**config.mk**
```make
export PLATFORM = sky130hd
export DESIGN_NAME = pattern_sequencer
export DESIGN_NICKNAME = d
export VERILOG_FILES = /design/src/rtl/pattern_sequencer.sv
export SDC_FILE = /design/constraint.sdc
export NUM_CORES = 1
export LEC_CHECK = 0
export CORE_MARGIN = 8
export CORE_UTILIZATION = 25
export DETAILED_ROUTE_END_ITERATION = 12
export SYNTH_ARGS = -nofsm -noshare
export SYNTH_HDL_FRONTEND = slang
export SYNTH_SLANG_ARGS = --single-unit
```
**constraint.sdc**
```tcl
create_clock -name i_clk -period 2.6 [get_ports i_clk]
set_input_delay 0.52 -clock i_clk [delete_from_list [all_inputs] [get_ports i_clk]]
set_output_delay 0.52 -clock i_clk [all_outputs]
set_load 0.03 [all_outputs]
```
**src/rtl/pattern_sequencer.sv**
```systemverilog
// Song-level sequencer: walks an order-list ROM and issues pattern loads to a note sequencer.
// Optional macro PATTERN_SEQUENCER_POSITION_EN adds o_position / o_row playback position outputs.
module pattern_sequencer #(
   parameter int ORDER_AW = 6
) (
   input  logic                i_clk,
   input  logic                i_rst_n,
   input  logic                i_note_stb,
   input  logic                i_start,
   input  logic                i_stop,
   output logic [4:0]          o_new_addr,
   output logic [4:0]          o_new_pattern_len,
   output logic                o_new_addr_valid,
   output logic                o_playing,
   output logic                o_done,
   output logic [ORDER_AW-1:0] o_order_addr,
   input  logic [15:0]         i_order_data
`ifdef PATTERN_SEQUENCER_POSITION_EN
   ,
   output logic [ORDER_AW-1:0] o_position,
   output logic [5:0]          o_row
`endif
);

   typedef enum logic [2:0] {
      S_IDLE   = 3'd0,
      S_FETCH  = 3'd1,
      S_DECODE = 3'd2,
      S_ARMED  = 3'd3,
      S_PLAY   = 3'd4
   } state_t;

   state_t              state_q, state_d;
   logic [ORDER_AW-1:0] index_q, index_d;
   logic [5:0]          remain_q, remain_d;
   logic [5:0]          ticks_q, ticks_d;
   logic                marker_seen_q, marker_seen_d;
   logic [4:0]          addr_q, addr_d;
   logic [4:0]          len_q, len_d;
   logic                done_q, done_d;
   logic [5:0]          rom_ticks_s;
   logic                load_stb_s;

   assign rom_ticks_s = i_order_data[15:10];

   // Load request is qualified by reset and stop so nothing leaks in the cycle either is applied.
   assign load_stb_s = i_rst_n & ~i_stop & i_note_stb & (state_q == S_ARMED);

   // Next-state and datapath for the order-list walk.
   always_comb begin
      state_d       = state_q;
      index_d       = index_q;
      remain_d      = remain_q;
      ticks_d       = ticks_q;
      marker_seen_d = marker_seen_q;
      addr_d        = addr_q;
      len_d         = len_q;
      done_d        = 1'b0;
      if (i_stop) begin
         state_d = S_IDLE;
      end else begin
         case (state_q)
            S_IDLE: begin
               if (i_start) begin
                  state_d       = S_FETCH;
                  index_d       = '0;
                  marker_seen_d = 1'b0;
               end else begin
                  state_d = S_IDLE;
               end
            end
            S_FETCH: begin
               state_d = S_DECODE;
            end
            S_DECODE: begin
               if (rom_ticks_s == 6'd0) begin
                  // Two markers in a row means the loop contains no playable entry.
                  if (marker_seen_q) begin
                     state_d = S_IDLE;
                     done_d  = 1'b1;
                  end else begin
                     index_d       = i_order_data[ORDER_AW-1:0];
                     marker_seen_d = 1'b1;
                     state_d       = S_FETCH;
                  end
               end else begin
                  addr_d        = i_order_data[4:0];
                  len_d         = i_order_data[9:5];
                  ticks_d       = rom_ticks_s;
                  index_d       = index_q + ORDER_AW'(1);
                  marker_seen_d = 1'b0;
                  state_d       = S_ARMED;
               end
            end
            S_ARMED: begin
               if (i_note_stb) begin
                  remain_d = ticks_q - 6'd1;
                  if (ticks_q == 6'd1) begin
                     state_d = S_FETCH;
                  end else begin
                     state_d = S_PLAY;
                  end
               end else begin
                  state_d = S_ARMED;
               end
            end
            S_PLAY: begin
               if (i_note_stb) begin
                  remain_d = remain_q - 6'd1;
                  if (remain_q == 6'd1) begin
                     state_d = S_FETCH;
                  end else begin
                     state_d = S_PLAY;
                  end
               end else begin
                  state_d = S_PLAY;
               end
            end
            default: begin
               state_d = S_IDLE;
            end
         endcase
      end
   end

   // State and datapath registers.
   always_ff @(posedge i_clk) begin
      if (!i_rst_n) begin
         state_q       <= S_IDLE;
         index_q       <= '0;
         remain_q      <= 6'd0;
         ticks_q       <= 6'd0;
         marker_seen_q <= 1'b0;
         addr_q        <= 5'd0;
         len_q         <= 5'd0;
         done_q        <= 1'b0;
      end else begin
         state_q       <= state_d;
         index_q       <= index_d;
         remain_q      <= remain_d;
         ticks_q       <= ticks_d;
         marker_seen_q <= marker_seen_d;
         addr_q        <= addr_d;
         len_q         <= len_d;
         done_q        <= done_d;
      end
   end

   assign o_new_addr        = addr_q;
   assign o_new_pattern_len = len_q;
   assign o_new_addr_valid  = load_stb_s;
   assign o_playing         = (state_q != S_IDLE);
   assign o_done            = done_q;
   assign o_order_addr      = index_q;

`ifdef PATTERN_SEQUENCER_POSITION_EN
   logic [ORDER_AW-1:0] cur_idx_q, cur_idx_d;
   logic [ORDER_AW-1:0] position_q, position_d;
   logic [5:0]          row_q, row_d;

   // Position tracking: entry index latched at decode, published on its load strobe.
   always_comb begin
      cur_idx_d  = cur_idx_q;
      position_d = position_q;
      row_d      = row_q;
      if ((state_q == S_DECODE) && (rom_ticks_s != 6'd0) && !i_stop) begin
         cur_idx_d = index_q;
      end else begin
         cur_idx_d = cur_idx_q;
      end
      if (load_stb_s) begin
         position_d = cur_idx_q;
         row_d      = 6'd0;
      end else if ((state_q == S_PLAY) && i_note_stb && !i_stop) begin
         row_d = row_q + 6'd1;
      end else begin
         row_d = row_q;
      end
   end

   // Position registers.
   always_ff @(posedge i_clk) begin
      if (!i_rst_n) begin
         cur_idx_q  <= '0;
         position_q <= '0;
         row_q      <= 6'd0;
      end else begin
         cur_idx_q  <= cur_idx_d;
         position_q <= position_d;
         row_q      <= row_d;
      end
   end

   assign o_position = position_q;
   assign o_row      = row_q;
`endif

endmodule

```
==> results.md, run 1 <==
- Post-CTS setup buffer count: 0
- First-pass GRT wire length: about 7700 um
- Gate Count Post-Synth: a little over 200
- Die ar.: 9850 um^2
- Fmax: 0.409 GHz
- Slowest cell on crit path: clkdlybuf4s50_1
- Crit-path max cell delay: 560 ps
- VDD IR max: 0.268 mV
- CP Class: input pin to output port
- Root Buffer: clkbuf_8
- Vias after detailed routing: 1644
- Layout cell share with drive strength beyond 1: 0.102
- Initial antenna violation count: 0
- Metal-1 WL: 2170 um
- # setup viols final: 0
- Final Hold Fails: 0
- Setup crit end kind: output port
- Worst path cell trace: clkdlybuf4s50_1 -> inv_1 -> a211o_1 -> nor3_1 -> buf_4
- GR Overflow Total: 0
- Hold Path End: remain_q[1]$_SDFFE_PN0P_
- Place WS: -5.28 ps
- CP Data Required Time: 2080 ps
- Number of H-tree levels: 2
- Fill cell total of the finished layout: about 730
- Hold depth: 2
- CTS Buf Count: 5
- Leak: 0.811 nW
- Post-cts hold buffer count: 0
- DR top layer: met4
- Met2 wire length: 2080 um
- Dominant cell type by area after synthesis: dfxtp_1
- Largest cells by area after synthesis: dfxtp_1 (38%), mux2i_1 (9.8%), nor2_1 (6.7%)
- Unrepaired setup endpoints after global routing: no
- Post-synth net total: 231
- DR iter-0 viols: 160
- IO Port Bufs: 39
- Syn avg cell area: between 8 and 9 um^2
- Reg2Reg Launch Point: state_q[1]$_SDFF_PP0_
- Synth cell types: between 40 and 50
- Antenna viol nets, final: 0
- Synth Register Bits: 33
- Mapped Area: 1730 um^2
- Outcome: completed
- Pin count of the biggest net entering global routing: 23
- Post-synth EDFFs: 0
- Worst-margin pin slew: 578 ps
- Startpoint types: input pin
- Dominant synthesized flop cell: dfxtp_1
- DRT Pass-1 Iters: 4
- TritonCTS clock tree: built
- Post-CTS Resized: 0
- Ratio of final minimum period to clock period: 0.939
- Bufs on Longest Clock Path: 2
- Core area: roughly 6800 um^2
- Hold Startpoint: remain_q[1]$_SDFFE_PN0P_
- FF-to-FF setup slack: 640 ps
- Seq/Total Area, Yosys: 0.381
- Period minus WS final: between 2000 and 2500 ps
- Clock Latency Late Sink: 280 ps
- Vias in the first global route: about 1600
- Worst Reg-to-Reg Cells: 6
- Final wirelength: 4590 um
- Number of remaining DRC errors: 0
- Min-delay worst type: flip-flop to flip-flop
- Pwr Density: 426 nW/um^2
- Detailed-route vias per instance: around 4.9
- Data arrival, critical path: 1920 ps
- Std-Cell Rows: 30
- N_diodes: 0
- Ports: 40
- Post-synth top area share: 0.381
- Initial Util: 0.256
- DR WL met3: 298 um
- WL per Instance: 13.7 um
- Width of the die: 99.3 um
- RePlAce Congestion: 0.815
- Total track usage: 0.0943
- Yosys warning total: 0
- Die Y: 99.3 um
- Max cap viols: 0
- DP HPWL: 3480 um
- Hold slack: 486 ps
- Clk sink count: 33
- Area Growth Syn to Fin: 35.1%
- Overall power: 0.997 mW
- CTS clk-pin slew, worst paths: 60 ps
- Final WS setup: between 150 and 200 ps
- Clock skew: 6.22 ps
- Worst-path maximum fanout: 4
- Headroom to the max-slew limit: 0.614
- # nets final: 279
- Worst r2r dst: ticks_q[3]$_SDFFE_PN0P_
- Asr flop ratio synth: 0
- Max-slew violations: 0
[per-layer routing]
metal | GRT usage | up-vias
li1 | - | 827
met1 | 0.116 | 755
met2 | 0.151 | 56
met3 | 0.0300 | 6
met4 | 0.0314 | 0
met5 | 0 | -
[placed cells by master (no fill, tap or decap), types with 2 or more instances in the layout]
| master | instances |
|---|---|
| a22oi_1 | 3 |
| inv_1 | 9 |
| ha_1 | 5 |
| mux2i_1 | 17 |
| nand3_1 | 9 |
| clkinv_2 | 2 |
| nand2_1 | 14 |
| o31a_1 | 2 |
| a311oi_1 | 2 |
| a21oi_1 | 9 |
| dfxtp_1 | 33 |
| o21ai_0 | 11 |
| xnor2_1 | 4 |
| buf_4 | 14 |
| clkbuf_8 | 5 |
| nand2b_1 | 2 |
| a31oi_1 | 4 |
| nor3_1 | 7 |
| nor4_1 | 3 |
| clkdlybuf4s50_1 | 38 |
| nand3b_1 | 2 |
| xor2_1 | 3 |
| o22ai_1 | 3 |
| nor3b_1 | 3 |
| nor2_1 | 31 |
| or3_1 | 2 |
[area by class of cell]
class | instances | area, um^2 | share of cell area
Clock buffer | 6 | 72.6 | 0.0310
Tap cell | 80 | 100 | 0.0428
Inverter | 9 | 33.8 | 0.0144
Clock inverter | 2 | 10.0 | 0.00428
Sequential cell | 33 | 661 | 0.282
Multi-Input combinational cell | 152 | 978 | 0.418
Timing Repair Buffer | 52 | 485 | 0.207
[how the worst max path moves through the flow]
stage / from / end / slack, ps
3_5_place_dp: i_order_data[13] / state_q[0]$_SDFF_PP0_ / -5
5_1_grt: i_note_stb / o_new_addr_valid / 60
3_3_place_gp: i_order_data[13] / state_q[0]$_SDFF_PP0_ / 30
4_1_cts: i_note_stb / o_new_addr_valid / 150
2_1_floorplan: state_q[0]$_SDFF_PP0_ / o_new_addr_valid / 80
6_report: i_note_stb / o_new_addr_valid / 160
[cells in the mapped netlist (2+ instances only)]
cell	number
nand2_1	14
nand2b_1	2
or3_1	2
nor3_1	7
xor2_1	3
clkbuf_1	6
inv_1	9
dfxtp_1	33
nor2_1	31
ha_1	5
mux2i_1	17
o22ai_1	3
o21ai_0	11
a311oi_1	2
buf_2	3
a22oi_1	3
xnor2_1	4
nor3b_1	3
nand3_1	9
a21oi_1	9
nand3b_1	2
a31oi_1	4
nor4_1	3
buf_6	2
o31a_1	2
[registers in the layout, indices dropped and copies added, names as in the netlist]
| name | cells |
|---|---|
| o_order_addr | 6 |
| marker_seen_q | 1 |
| remain_q | 6 |
| state_q | 3 |
| ticks_q | 6 |
| o_new_pattern_len | 5 |
| o_done | 1 |
| o_new_addr | 5 |
[power breakdown]
part / total, mW / leakage, nW / internal [mW] / switching, mW
clock: 0.367 / 0.0450 / 0.185 / 0.182
combinational: 0.113 / 0.500 / 0.0570 / 0.0564
sequential: 0.516 / 0.266 / 0.511 / 0.00480
[worst max-delay path: cells and delay by family]
kind / cells / cell delay [ps]
buf+inv: 3 / 860
compound gates: 1 / 280
simple gates: 1 / 250
[metrics by stage]
stage                     cell area (um^2)  cells   util  setup TNS, ps
after global routing                  2340    334  0.346              0
after floorplan                       1730    205      -              0
final                                 2340    334  0.346              0
after CTS                             2340    334  0.346              0
after detailed placement              2260    326  0.334          -5.28
after global placement                2260    326  0.334              0
[kinds of logic (layout without fill, tap and decap cells)]
group,Yosys count,after routing,synth area share
simple gates,79,79,0.224
xor+xnor,7,7,0.0354
flops,33,33,0.381
compound gates,43,43,0.165
fa+ha+maj,5,5,0.0361
buf+inv,20,69,0.0541
mux,18,18,0.105
No activity file was read; power rests on OpenSTA's default activity.
==> inputs of run 2 (changes only) <==
--- a/config.mk
+++ b/config.mk
@@ -7,6 +7,7 @@
 export LEC_CHECK = 0
 export CORE_MARGIN = 8
 export CORE_UTILIZATION = 25
+export CTS_BUF_LIST = sky130_fd_sc_hd__clkbuf_4 sky130_fd_sc_hd__clkbuf_8
 export DETAILED_ROUTE_END_ITERATION = 12
 export SYNTH_ARGS = -nofsm -noshare
 export SYNTH_HDL_FRONTEND = slang
==> run 2 against run 1 <==
Count of clock-buffer cells in the layout stayed put. Global-route usage hardly changed. Critical endpoint unchanged. Sequential power hardly changed. Largest cell class unchanged.
==> results.md, run 2 (synthesis gave the netlist of run 1 again) <==
- Most frequent cells in the layout: clkdlybuf4s50_1 (38), dfxtp_1 (33), nor2_1 (31), mux2i_1 (17)
- WL per Instance: 13.8 um (+0.59%)
- Cell area after layout: 2340 um^2 (+0.16%)
- CP Class: input pin to output port
- Number of H-tree levels: 2 (unchanged)
- Root Buffer: clkbuf_8
- VDD IR max: 0.267 mV (-0.59%)
- First-pass GRT wire length: 7670 um (about the same)
- Worst path cell trace: clkdlybuf4s50_1 -> inv_1 -> a211o_1 -> nor3_1 -> buf_4
- Worst-margin pin slew: 577 ps (-0.853 ps)
- Reg2Reg Launch Point: state_q[1]$_SDFF_PP0_
- DP HPWL: 3480 um (unchanged)
- GR Overflow Total: 0 (unchanged)
- Ratio of final minimum period to clock period: 0.940 (about the same)
- Data arrival, critical path: 1920 ps (about the same)
- Period minus WS final: 2440 ps (+1.76 ps)
- Core area: 6760 um^2 (unchanged)
- Dpl cells: 326 (unchanged)
- Die Y: 99.3 um (unchanged)
- Outcome: completed
- CP bufs+invs: 3 (unchanged)
- Unrepaired setup endpoints after global routing: no
- Detailed-route vias per instance: 4.87 (-1.1%)
- Die ar.: 9850 um^2 (unchanged)
- Post-CTS Resized: 0 (unchanged)
- Util after Layout: 0.347 (+0.000556)
- CTS Buf Count: 5 (unchanged)
- Antenna viol nets, final: 0 (unchanged)
- Crit. path cell count: 5 (unchanged)
- Setup crit end kind: output port
- IO Port Bufs: 39 (unchanged)
- CTS clk-pin slew, worst paths: 60 ps (about the same)
- Post-CTS setup buffer count: 0 (unchanged)
- Crit-path max cell delay: 560 ps (about the same)
- TritonCTS clock tree: built
- Total track usage: 0.0945 (+0.000146)
- CP delay by family, top: buffers and inverters
- Ports: 40 (unchanged)
- # nets final: 279 (unchanged)
- Layout Cells excl Fill: 334 (unchanged)
- Max-slew violations: 0 (unchanged)
- Post-cts hold buffer count: 0 (unchanged)
- Worst setup path endpoint: o_new_addr_valid
- Width of the die: 99.3 um (unchanged)
- Leak: 0.815 nW (+0.42%)
- Pwr Density: 431 nW/um^2 (+1.3%)
- Clk sink count: 33 (unchanged)
- Pin count of the biggest net entering global routing: 23 (unchanged)
- # setup viols final: 0 (unchanged)
- Worst Reg-to-Reg Cells: 6 (unchanged)
- Bufs on Longest Clock Path: 2 (unchanged)
- Final wirelength: 4620 um (+0.59%)
- Clock Latency Late Sink: 280 ps (about the same)
- RePlAce Congestion: 0.815 (unchanged)
- Worst Setup SP: i_note_stb
- Vias after detailed routing: 1626 (-1.1%)
- DR iter-0 viols: 158 (-1.3%)
- FF-to-FF setup slack: 640 ps (about the same)
- Area Growth Syn to Fin: 35.3%
- Fmax: 0.409 GHz (about the same)
- Vias in the first global route: 1649 (+0.061%)
- Layout cell share with drive strength beyond 1: 0.106 (+0.00394)
- Min-delay worst type: flip-flop to flip-flop
- Overall power: 1.01 mW (+1.4%)
- Headroom to the max-slew limit: 0.614 (about the same)
- Most common cell after layout, fill and taps aside: clkdlybuf4s50_1
- Initial antenna violation count: 0 (unchanged)
- Worst-path maximum fanout: 4 (unchanged)
- Placement Cell Area: 2260 um^2 (unchanged)
- Max cap viols: 0 (unchanged)
- Hold slack: 486 ps (-0.146 ps)
- Initial Util: 0.256 (unchanged)
- N_diodes: 0 (unchanged)
- Clock skew: 8.81 ps (+2.59 ps)
- Startpoint types: input pin
- Worst r2r dst: ticks_q[3]$_SDFFE_PN0P_
- CP Data Required Time: 2080 ps (about the same)
- Final Hold Fails: 0 (unchanged)
- Slowest cell on crit path: clkdlybuf4s50_1
- Number of remaining DRC errors: 0 (unchanged)
- DRT Pass-1 Iters: 4 (unchanged)
- Std-Cell Rows: 30 (unchanged)
## run 2: per-stage QoR
stage	TNS (ps)	setup WS, ps
2_1_floorplan	0	80.7
3_3_place_gp	0	31.7
3_5_place_dp	-5.28	-5.28
4_1_cts	0	149
5_1_grt	0	56.9
6_report	0	156
## run 2: metal layers
metal | share of wire | track usage
met3 | 0.075 | 0.0300
met2 | 0.45 | 0.151
met1 | 0.47 | 0.117
met5 | 0 | 0
met4 | 0.0080 | 0.0314
## run 2: how the worst min path moves through the flow
stage | endpoint | from | slack [ps] | cells after the start
2_1_floorplan | remain_q[1]$_SDFFE_PN0P_ | remain_q[1]$_SDFFE_PN0P_ | 460 | 2
3_3_place_gp | o_new_addr[2]$_SDFFE_PN0P_ | o_new_addr[2]$_SDFFE_PN0P_ | 470 | 2
3_5_place_dp | remain_q[1]$_SDFFE_PN0P_ | remain_q[1]$_SDFFE_PN0P_ | 480 | 2
4_1_cts | remain_q[1]$_SDFFE_PN0P_ | remain_q[1]$_SDFFE_PN0P_ | 490 | 2
5_1_grt | remain_q[1]$_SDFFE_PN0P_ | remain_q[1]$_SDFFE_PN0P_ | 520 | 2
6_report | remain_q[1]$_SDFFE_PN0P_ | remain_q[1]$_SDFFE_PN0P_ | 490 | 2
## run 2: where the power goes
part	total [mW]	switching, mW	internal (mW)
combinational	0.114	0.0566	0.0570
sequential	0.516	0.00495	0.511
clock	0.382	0.186	0.196
## run 2: cell type report
class / count / area, um^2
clock buffer: 6 / 76.3
clock inverter: 2 / 10.0
fill: 727 / 4410
inverter: 9 / 33.8
multi-input combinational: 152 / 978
sequential: 33 / 661
tap: 80 / 100
timing repair buffer: 52 / 485
## run 2: worst register-to-register path: cells and delay by family (launching register included)
kind                   cells  cell delay, ps
AOI/OAI and AO/OA          1             310
muxes                      1             230
and+or+nand+nor            2             570
DFF                        1             330
buffers and inverters      2             410
==> inputs of run 3 (changes only) <==
--- a/config.mk
+++ b/config.mk
@@ -8,7 +8,9 @@
 export CORE_MARGIN = 8
 export CORE_UTILIZATION = 25
 export CTS_BUF_LIST = sky130_fd_sc_hd__clkbuf_4 sky130_fd_sc_hd__clkbuf_8
+export CTS_CLUSTER_SIZE = 10
 export DETAILED_ROUTE_END_ITERATION = 12
+export DONT_BUFFER_PORTS = 1
 export SYNTH_ARGS = -nofsm -noshare
 export SYNTH_HDL_FRONTEND = slang
 export SYNTH_SLANG_ARGS = --single-unit
==> run 3 against run 2 <==
Critical path depth fell by 1. Wire length fell by 5.6%. Via count fell by 10%. Cell count fell by 14%. Setup slack got worse by 37 ps. Worst hold slack got worse by 130 ps. Non-clock buffer count fell by 46. Sequential share of layout area rose by 6.5 points. Sequential power rose by 2%. Combinational power fell by 56%. Flip-flop and latch count did not move.
==> results.md, run 3 (synthesis gave the netlist of run 1 again) <==
- Worst-margin pin slew: 523 ps (-54.5 ps)
- Cell area after layout: 1910 um^2 (-19%)
- Pwr Density: 502 nW/um^2 (+16%)
- Die Y: 99.3 um (unchanged)
- Period minus WS final: 2480 ps (+36.9 ps)
- DP HPWL: 3400 um (-2.2%)
- VDD IR max: 0.399 mV (+50%)
- Worst Setup SP: state_q[0]$_SDFF_PP0_
- CTS Buf Count: 5 (unchanged)
- Place WS: 310 ps (+315 ps)
- Fmax: 0.403 GHz (-1.5%)
- Outcome: completed
- Internal: 0.727 mW (-4.9%)
- Clock skew: 4.89 ps (-3.91 ps)
- Unrepaired setup endpoints after global routing: no
- Seq pwr share: 0.549 (+0.039)
- GR Overflow Total: 0 (unchanged)
- Final wirelength: 4360 um (-5.6%)
- CTS clk-pin slew, worst paths: 70 ps (about the same)
- Number of remaining DRC errors: 0 (unchanged)
- Startpoint types: flip-flop
- Placement Cell Area: 1820 um^2 (-20%)
- Max-slew violations: 0 (unchanged)
- Dpl cells: 280 (-14%)
- Clock Latency Late Sink: 280 ps (about the same)
- TritonCTS clock tree: built
- Ratio of final minimum period to clock period: 0.954 (+0.0142)
- IO Port Bufs: 0 (-100%)
- Sw Share: 0.241 (-0.00381)
- # setup viols final: 0 (unchanged)
- DR iter-0 viols: 203 (+28%)
- N_diodes: 0 (unchanged)
- Setup crit end kind: output port
- Bufs on Longest Clock Path: 2 (unchanged)
- Number of H-tree levels: 2 (unchanged)
- Most common cell after layout, fill and taps aside: dfxtp_1
- Clk sink count: 33 (unchanged)
- Die ar.: 9850 um^2 (unchanged)
- Detailed-route vias per instance: 5.08 (+4.4%)
- Hold Startpoint: i_rst_n
- Combinational fraction of design power: 0.052 (-0.060)
- DRT Pass-1 Iters: 4 (unchanged)
- Initial Util: 0.256 (unchanged)
- Final Hold Fails: 0 (unchanged)
- Switch Pwr: 0.230 mW (-6.8%)
- Fill cell total of the finished layout: 753 (+3.6%)
- Post-CTS setup buffer count: 0 (unchanged)
- RePlAce Congestion: 0.837 (+2.7%)
- First-pass GRT wire length: 7240 um (-5.6%)
- Headroom to the max-slew limit: 0.651 (+0.0372)
- Initial antenna violation count: 0 (unchanged)
- Area Growth Syn to Fin: 10.1%
- Total track usage: 0.0907 (-0.00382)
- Data arrival, critical path: 1960 ps (+40 ps)
- CP Data Required Time: 2080 ps (about the same)
- Final WS setup: 119 ps (-36.9 ps)
- Pin count of the biggest net entering global routing: 23 (unchanged)
- CP Class: flip-flop to output port
- Vias in the first global route: 1467 (-11%)
- Ports: 40 (unchanged)
- Leak: 0.639 nW (-22%)
- Layout cell share with drive strength beyond 1: 0.101 (-0.00534)
- Layout Cells excl Fill: 288 (-14%)
- Std-Cell Rows: 30 (unchanged)
- Core area: 6760 um^2 (unchanged)
- Worst-path maximum fanout: 10 (+6)
- Max cap viols: 0 (unchanged)
- WL per Instance: 15.1 um (+9.5%)
- Post-CTS Resized: 1 (+1)
- Vias after detailed routing: 1464 (-10%)
- FF-to-FF setup slack: 700 ps (+60 ps)
- Setup TNS: 0 ps (unchanged)
- Most frequent cells in the layout: dfxtp_1 (32), nor2_1 (31), mux2i_1 (17), nand2_1 (14), o21ai_0 (11)
- Antenna viol nets, final: 0 (unchanged)
- Post-cts hold buffer count: 0 (unchanged)
- Min-delay worst type: input pin to flip-flop
- Reg2Reg Launch Point: state_q[1]$_SDFF_PP0_
- # nets final: 233 (-16%)
- Clock Power Share: 0.399 (+0.022)
- Root Buffer: clkbuf_8
- Width of the die: 99.3 um (unchanged)
==> run 3: cell count changes in the layout (fill, tap and decap cells not counted), sizes merged <==
cell,before,now
clkdlybuf4s50,38,0
buf,14,6
==> run 3: worst paths after layout <==
path,to,cells past startpoint
hold reg to reg,remain_q[1]$_SDFFE_PN0P_,2
setup reg to reg,o_order_addr[2]$_SDFFE_PN0P_,7
hold / removal,o_order_addr[0]$_SDFFE_PN0P_,1
setup / recovery,o_new_addr_valid,4
==> run 3: final cells by class <==
class	count	area (um^2)	share of cell area
clock buffers	6	76.3	0.0400
clock inverters	2	10.0	0.00525
inverters	9	33.8	0.0177
multi-input cells	152	981	0.514
flip-flops and latches	33	662	0.347
well taps	80	100	0.0525
repair buffers	6	45.0	0.0236
==> run 3: critical path, stage by stage, from the launching register on <==
cell and delay (ps):
dfxtp_1 390, or3b_4 470, a211o_1 370, nor3_1 220, buf_4 210
==> run 3: through the flow <==
step / total power, mW / hold WS, ps / util
global placement: 0.587 / 483 / 0.269
CTS: 0.969 / 353 / 0.282
global route: 1.00 / 340 / 0.282
detailed placement: 0.587 / 485 / 0.269
finish: 0.957 / 354 / 0.282
floorplan: 0.578 / 458 / -
==> run 3: power groups by stage <==
stage	logic (mW)	clock network [mW]	registers, mW
after detailed placement	0.0506	0	0.537
after CTS	0.0506	0.393	0.525
final	0.0500	0.382	0.525
after global placement	0.0504	0	0.537
after global routing	0.0568	0.421	0.526
after floorplan	0.0440	0	0.534
==> run 3: per-layer routing <==
metal | global-route usage | vias to the layer above | routed length [um]
met3 | 0.0426 | 14 | 388
met5 | 0 | - | 0
met2 | 0.129 | 49 | 1830
met1 | 0.112 | 670 | 2000
li1 | - | 731 | -
met4 | 0.0442 | 0 | 136
==> variant 1: new RTL, settings of run 1 <==
The option `PATTERN_SEQUENCER_POSITION_EN` is turned on by a define.
--- a/src/rtl/pattern_sequencer.sv
+++ b/src/rtl/pattern_sequencer.sv
@@ -1,4 +1,6 @@
 // Song-level sequencer: walks an order-list ROM and issues pattern loads to a note sequencer.
 // Optional macro PATTERN_SEQUENCER_POSITION_EN adds o_position / o_row playback position outputs.
+`define PATTERN_SEQUENCER_POSITION_EN
+
 module pattern_sequencer #(
    parameter int ORDER_AW = 6
Function (old outputs only; new: o_position and o_row): kept (equiv_simple and equiv_induct, registers matched by name and starting in step).
==> variant 1 against run 1 <==
Sequential cell count increased by 18; final area increased by 41%; sequential share of layout area increased by 2.8 points; non-clock buffer count increased by 11; wire length increased by 49%; synthesized cell count increased by 45%; register-to-register slack improved by 0.02 ns; global-route usage increased by 0.98 points; maximum frequency increased by 6.3%; cell count increased by 46%; total power increased by 40%; worst setup slack improved by 0.14 ns; synthesized area increased by 45%.
==> variant 1: results (changes against run 1) <==
Synth
  – Synthesis Warnings: 0 (unchanged)
  – Post-synthesis adder-cell area fraction: 2.99% (-0.62 points)
  – Top post-synthesis cells by count: 59 x nand2_1, 51 x dfxtp_1, 30 x a21oi_1, 24 x nor2_1
  – Mux cell area share after synthesis: 2.79% (-7.7 points)
  – Post-synthesis net count: 325 (+41%)
  – Compound-gate portion of the synthesized area: 20.6% (+4.1 points)
  – Post-synthesis sequential area ratio: 40.7% (+2.6 points)
  – Post-Synth XOR/XNOR Area: 3.14% (-0.39 points)
  – Synth Instances: 298 (+45%)
  – Asr flop ratio synth: 0% (unchanged)
  – Synth top area cells: dfxtp_1 41%, nand2_1 8.8%, a21oi_1 6.0%
  – Yosys cell types: 56 (+37%)

Route
  – Met1 WL: 3.21 mm (+48%)
  – Routed WL: 6.84 mm (+49%)
  – Detailed-route wire length per cell: 14.0 um (+2.1%)
  – DR WL met2: 3.02 mm (+45%)
  – Routed vias: 2330 (+42%)
  – First DRT Iteration DRCs: 98 (-39%)

Worst setup path
  – Slowest cell on the critical path: clkdlybuf4s50_1
  – CP delay by family, top: buffers and inverters
  – Critical Path AT: 1.78 ns (-0.14 ns)
  – Crit-path max cell delay: 0.62 ns (+0.06 ns)
  – Worst-path fanout max: 11 (+7)

Place
  – Pre-CTS WS: 0.229 ns (+0.235 ns)
  – I/O Buffers: 51 (+31%)
  – DP HPWL: 5.18 mm (+49%)
  – GPL Wtd Cong: 0.773 (-5.1%)
  – Placed Instance Area: 0.00320 mm2 (+42%)
  – Placed cell count: 480 (+47%)

Run status
  – Outcome: complete, no violations

Power and ir drop
  – Static leakage: 1.07 nW (+32%)
  – Worst VDD drop: 0.250 mV (-7.0%)
  – Power share of the clock group: 34.9% (-2.0 points)
  – Pwr/cell area: 423 mW/mm2 (-0.61%)
  – Internal: 1.06 mW (+40%)
  – Sequential Power Share: 56.7% (+4.9 points)

Cells and area
  – Fraction of layout cells with a size suffix above 1: 9.58% (-0.66 points)
  – Fin nets: 381 (+37%)

Global route
  – Met1 Use GR: 12.8% (+1.2 points)
  – M3 GR Usage: 3.88% (+0.88 points)
  – Global-route wire length before repair: 11.3 mm (+47%)
  – Met2 Usage GRT: 16.4% (+1.2 points)

STA
  – Worst Tran Pin Value: 0.721 ns (+0.143 ns)
  – Max Clock Skew: 0.0113 ns (+0.00503 ns)

Clock network
  – Skew-Pair Late Insertion Delay: 0.31 ns (+0.03 ns)

Min path
  – Hold Crit Class: register to register
variant 1: cell count changes in the layout (fill, tap and decap cells not counted), moves of 5 or more:
cell	before	now
a21oi_1	9	30
a32o_1	0	5
clkdlybuf4s50_1	38	50
dfxtp_1	33	51
mux2i_1	17	7
nand2_1	14	59
nor2_1	31	24
variant 1: final cells by class:
cell class / instances / area [um2]
Clock inverter: 1 / 8.76
Fill cell: 1052 / 6480
Multi-Input combinational cell: 223 / 1360
Sequential cell: 51 / 1020
Timing Repair Buffer: 63 / 611
Inverter: 10 / 37.5
Clock buffer: 7 / 86.3
Tap cell: 133 / 166
variant 1: worst paths after layout:
| kind | start | endpoint | slack [ns] | cells after the start |
|---|---|---|---|---|
| min | o_new_addr[1] | o_new_addr[1] | 0.46 | 2 |
| max | state_q[1] | o_playing | 0.30 | 2 |
| min reg2reg | o_new_addr[1] | o_new_addr[1] | 0.46 | 2 |
| max reg2reg | state_q[2] | remain_q[5] | 0.66 | 4 |
==> variant 2: new RTL, flow settings as in run 1 <==
Made on the original files. Put a register stage on the outputs `o_new_addr_valid` and `o_playing`, cleared by the reset. The values now appear one clock later. The other outputs are not delayed to match.
--- a/src/rtl/pattern_sequencer.sv
+++ b/src/rtl/pattern_sequencer.sv
@@ -149,6 +149,13 @@
    assign o_new_addr        = addr_q;
    assign o_new_pattern_len = len_q;
-   assign o_new_addr_valid  = load_stb_s;
-   assign o_playing         = (state_q != S_IDLE);
+   always_ff @(posedge i_clk) begin
+      if (!i_rst_n) begin
+         o_new_addr_valid <= '0;
+         o_playing        <= '0;
+      end else begin
+         o_new_addr_valid <= load_stb_s;
+         o_playing        <= (state_q != S_IDLE);
+      end
+   end
    assign o_done            = done_q;
    assign o_order_addr      = index_q;
Function: changed (a bounded check fails within 4 cycles, from zero or initial values and one cycle with i_rst_n low).
==> variant 2 against run 1 <==
Count of clock-buffer cells in the layout decreased by 1; first-iteration DRC count shrank 53%; worst setup slack better by 0.48 ns; sequential cell count grew 2; synthesized area rose by 4.4%; total power grew 7.1%; clock skew decreased by 0.0020 ns; wire length up 8.0%; final area grew 3.6%; cell count increased by 4.8%; die area increased by 3.7%; critical endpoint is now marker_seen_q; highest routed layer unchanged.
==> variant 2: results (changes against run 1) <==
Synth
  – Post-synthesis net count: 232 (+0.43%)
  – Post-synth EDFFs: 0 (unchanged)
  – Synth top area cells: dfxtp_1 39%, mux2i_1 10%, nor2_1 5.8%
  – Top post-synthesis cells by count: 35 x dfxtp_1, 28 x nor2_1, 18 x mux2i_1, 10 x a21oi_1, 10 x nand2_1
  – Synthesis Warnings: 0 (unchanged)
  – Asr flop ratio synth: 0% (unchanged)
  – Ys flop type: dfxtp_1
  – Yosys cell types: 50 (+22%)
  – Post-synthesis sequential area ratio: 38.7% (+0.60 points)

Route
  – Vias per cell: 4.71 (-4.4%)
  – First drt pass iteration count: 4 (unchanged)
  – First DRT Iteration DRCs: 75 (-53%)
  – Detailed-route wire length per cell: 14.2 um (+3.1%)

Power and ir drop
  – Static leakage: 0.809 nW (-0.27%)
  – Worst VDD drop: 0.280 mV (+4.4%)

Flow run
  – Max-Cap Viols: 0 (unchanged)

Clock network
  – Total CTS buffers: 5 (unchanged)
  – CTS Buffer Depth: 2 (unchanged)
  – Clock tree root buffer cell: clkbuf_8
  – H-tree levels: 2 (unchanged)
  – Post-CTS resize count: 0 (unchanged)
  – Post-CTS Setup Bufs: 0 (unchanged)
  – Skew-Pair Late Insertion Delay: 0.29 ns
  – Clock transition at path regs: 0.08 ns (+0.02 ns)

STA
  – Worst Tran Pin Value: 0.522 ns (-0.0565 ns)
  – WHS: 0.487 ns (+0.00100 ns)
  – Setup TNS Final: 0 ns (unchanged)
  – Max Clock Skew: 0.00424 ns (-0.00197 ns)

Worst setup path
  – Worst Setup SP: i_order_data[15]
  – Worst-path fanout max: 8 (+4)
  – Reg2reg start: state_q[2]
  – CP delay by family, top: simple AND/OR/NAND/NOR gates
  – Crit-path max cell delay: 0.43 ns (-0.13 ns)
  – Slowest cell on the critical path: clkdlybuf4s50_1
  – Critical Path AT: 2.19 ns (+0.27 ns)
  – FF-to-FF setup slack: 0.75 ns (+0.11 ns)

Global route
  – Antenna violations before repair: 0 (unchanged)
  – Total GRT Usage: 10.2% (+0.80 points)
  – Largest net degree at the start of global routing: 20 (-13%)
  – Global-route wire length before repair: 8.27 mm (+7.9%)
  – Vias in the first global route: 1749 (+6.1%)

Run status
  – Outcome: complete, no violations

Cells and area
  – Fraction of layout cells with a size suffix above 1: 9.16% (-1.1 points)
  – Ant. Diodes: 0 (unchanged)
  – Fin nets: 276 (-1.1%)
  – Fill count: 783 (+7.7%)

Place
  – I/O Buffers: 39 (unchanged)
  – DP HPWL: 3.77 mm (+8.5%)
  – GPL Wtd Cong: 0.750 (-7.9%)

Min path
  – Hold Crit Class: register to register
  – Worst hold start: remain_q[1]
[variant 2: cell type report]
class,instances,share of cell area [%]
clock buffers,5,2.84
clock inverters,3,0.826
inverters,8,1.24
multi-input cells,153,42.5
flip-flops and latches,35,28.9
well taps,99,5.11
repair buffers,47,18.6
[variant 2: power by group]
part           total (mW)  switching, mW  internal [mW]
Sequential          0.549        0.00698          0.542
Clock               0.405          0.219          0.187
Combinational       0.113         0.0558         0.0573
Total                1.07          0.281          0.786
[variant 2: cells by family (layout without fill, tap and decap cells)]
family	after synthesis	count (layout)	share of synthesized area, %
adder cells (fa/ha/maj)	5	5	3.46
buffers and inverters	18	63	4.29
flip-flops	35	35	38.7
AO/OA/AOI/OAI	45	45	17.0
AND/OR/NAND/NOR	79	79	23.7
multiplexers	18	18	9.96
XOR/XNOR	6	6	2.91
[variant 2: tightest hold or removal path, delay by kind of cell (launching register included)]
family | cells | cell delay, ns
compound gates | 1 | 0.05
flops | 1 | 0.34
simple gates | 1 | 0.06
[variant 2: worst paths after layout]
| path | end | cells after the start |
|---|---|---|
| worst max register to register | o_new_pattern_len[1] | 5 |
| worst min register to register | remain_q[1] | 2 |
| worst min-delay path | remain_q[1] | 2 |
| worst max-delay path | marker_seen_q | 6 |
[variant 2: through the flow]
step                      worst slack, ns  area [um2]  instances
after floorplan                     0.733        1810        206
after global placement              0.330        2340        342
after detailed placement            0.321        2340        342
after CTS                           0.619        2420        350
after global routing                0.489        2420        350
final                               0.634        2420        350
[variant 2: routing by layer]
| layer | up-vias | global-route usage, % | wire length, um |
|---|---|---|---|
| met3 | 7 | 4.07 | 328 |
| met5 | - | 0 | 0 |
| li1 | 830 | - | - |
| met1 | 773 | 11.5 | 2210 |
| met2 | 37 | 17.0 | 2350 |
| met4 | 0 | 3.78 | 64 |
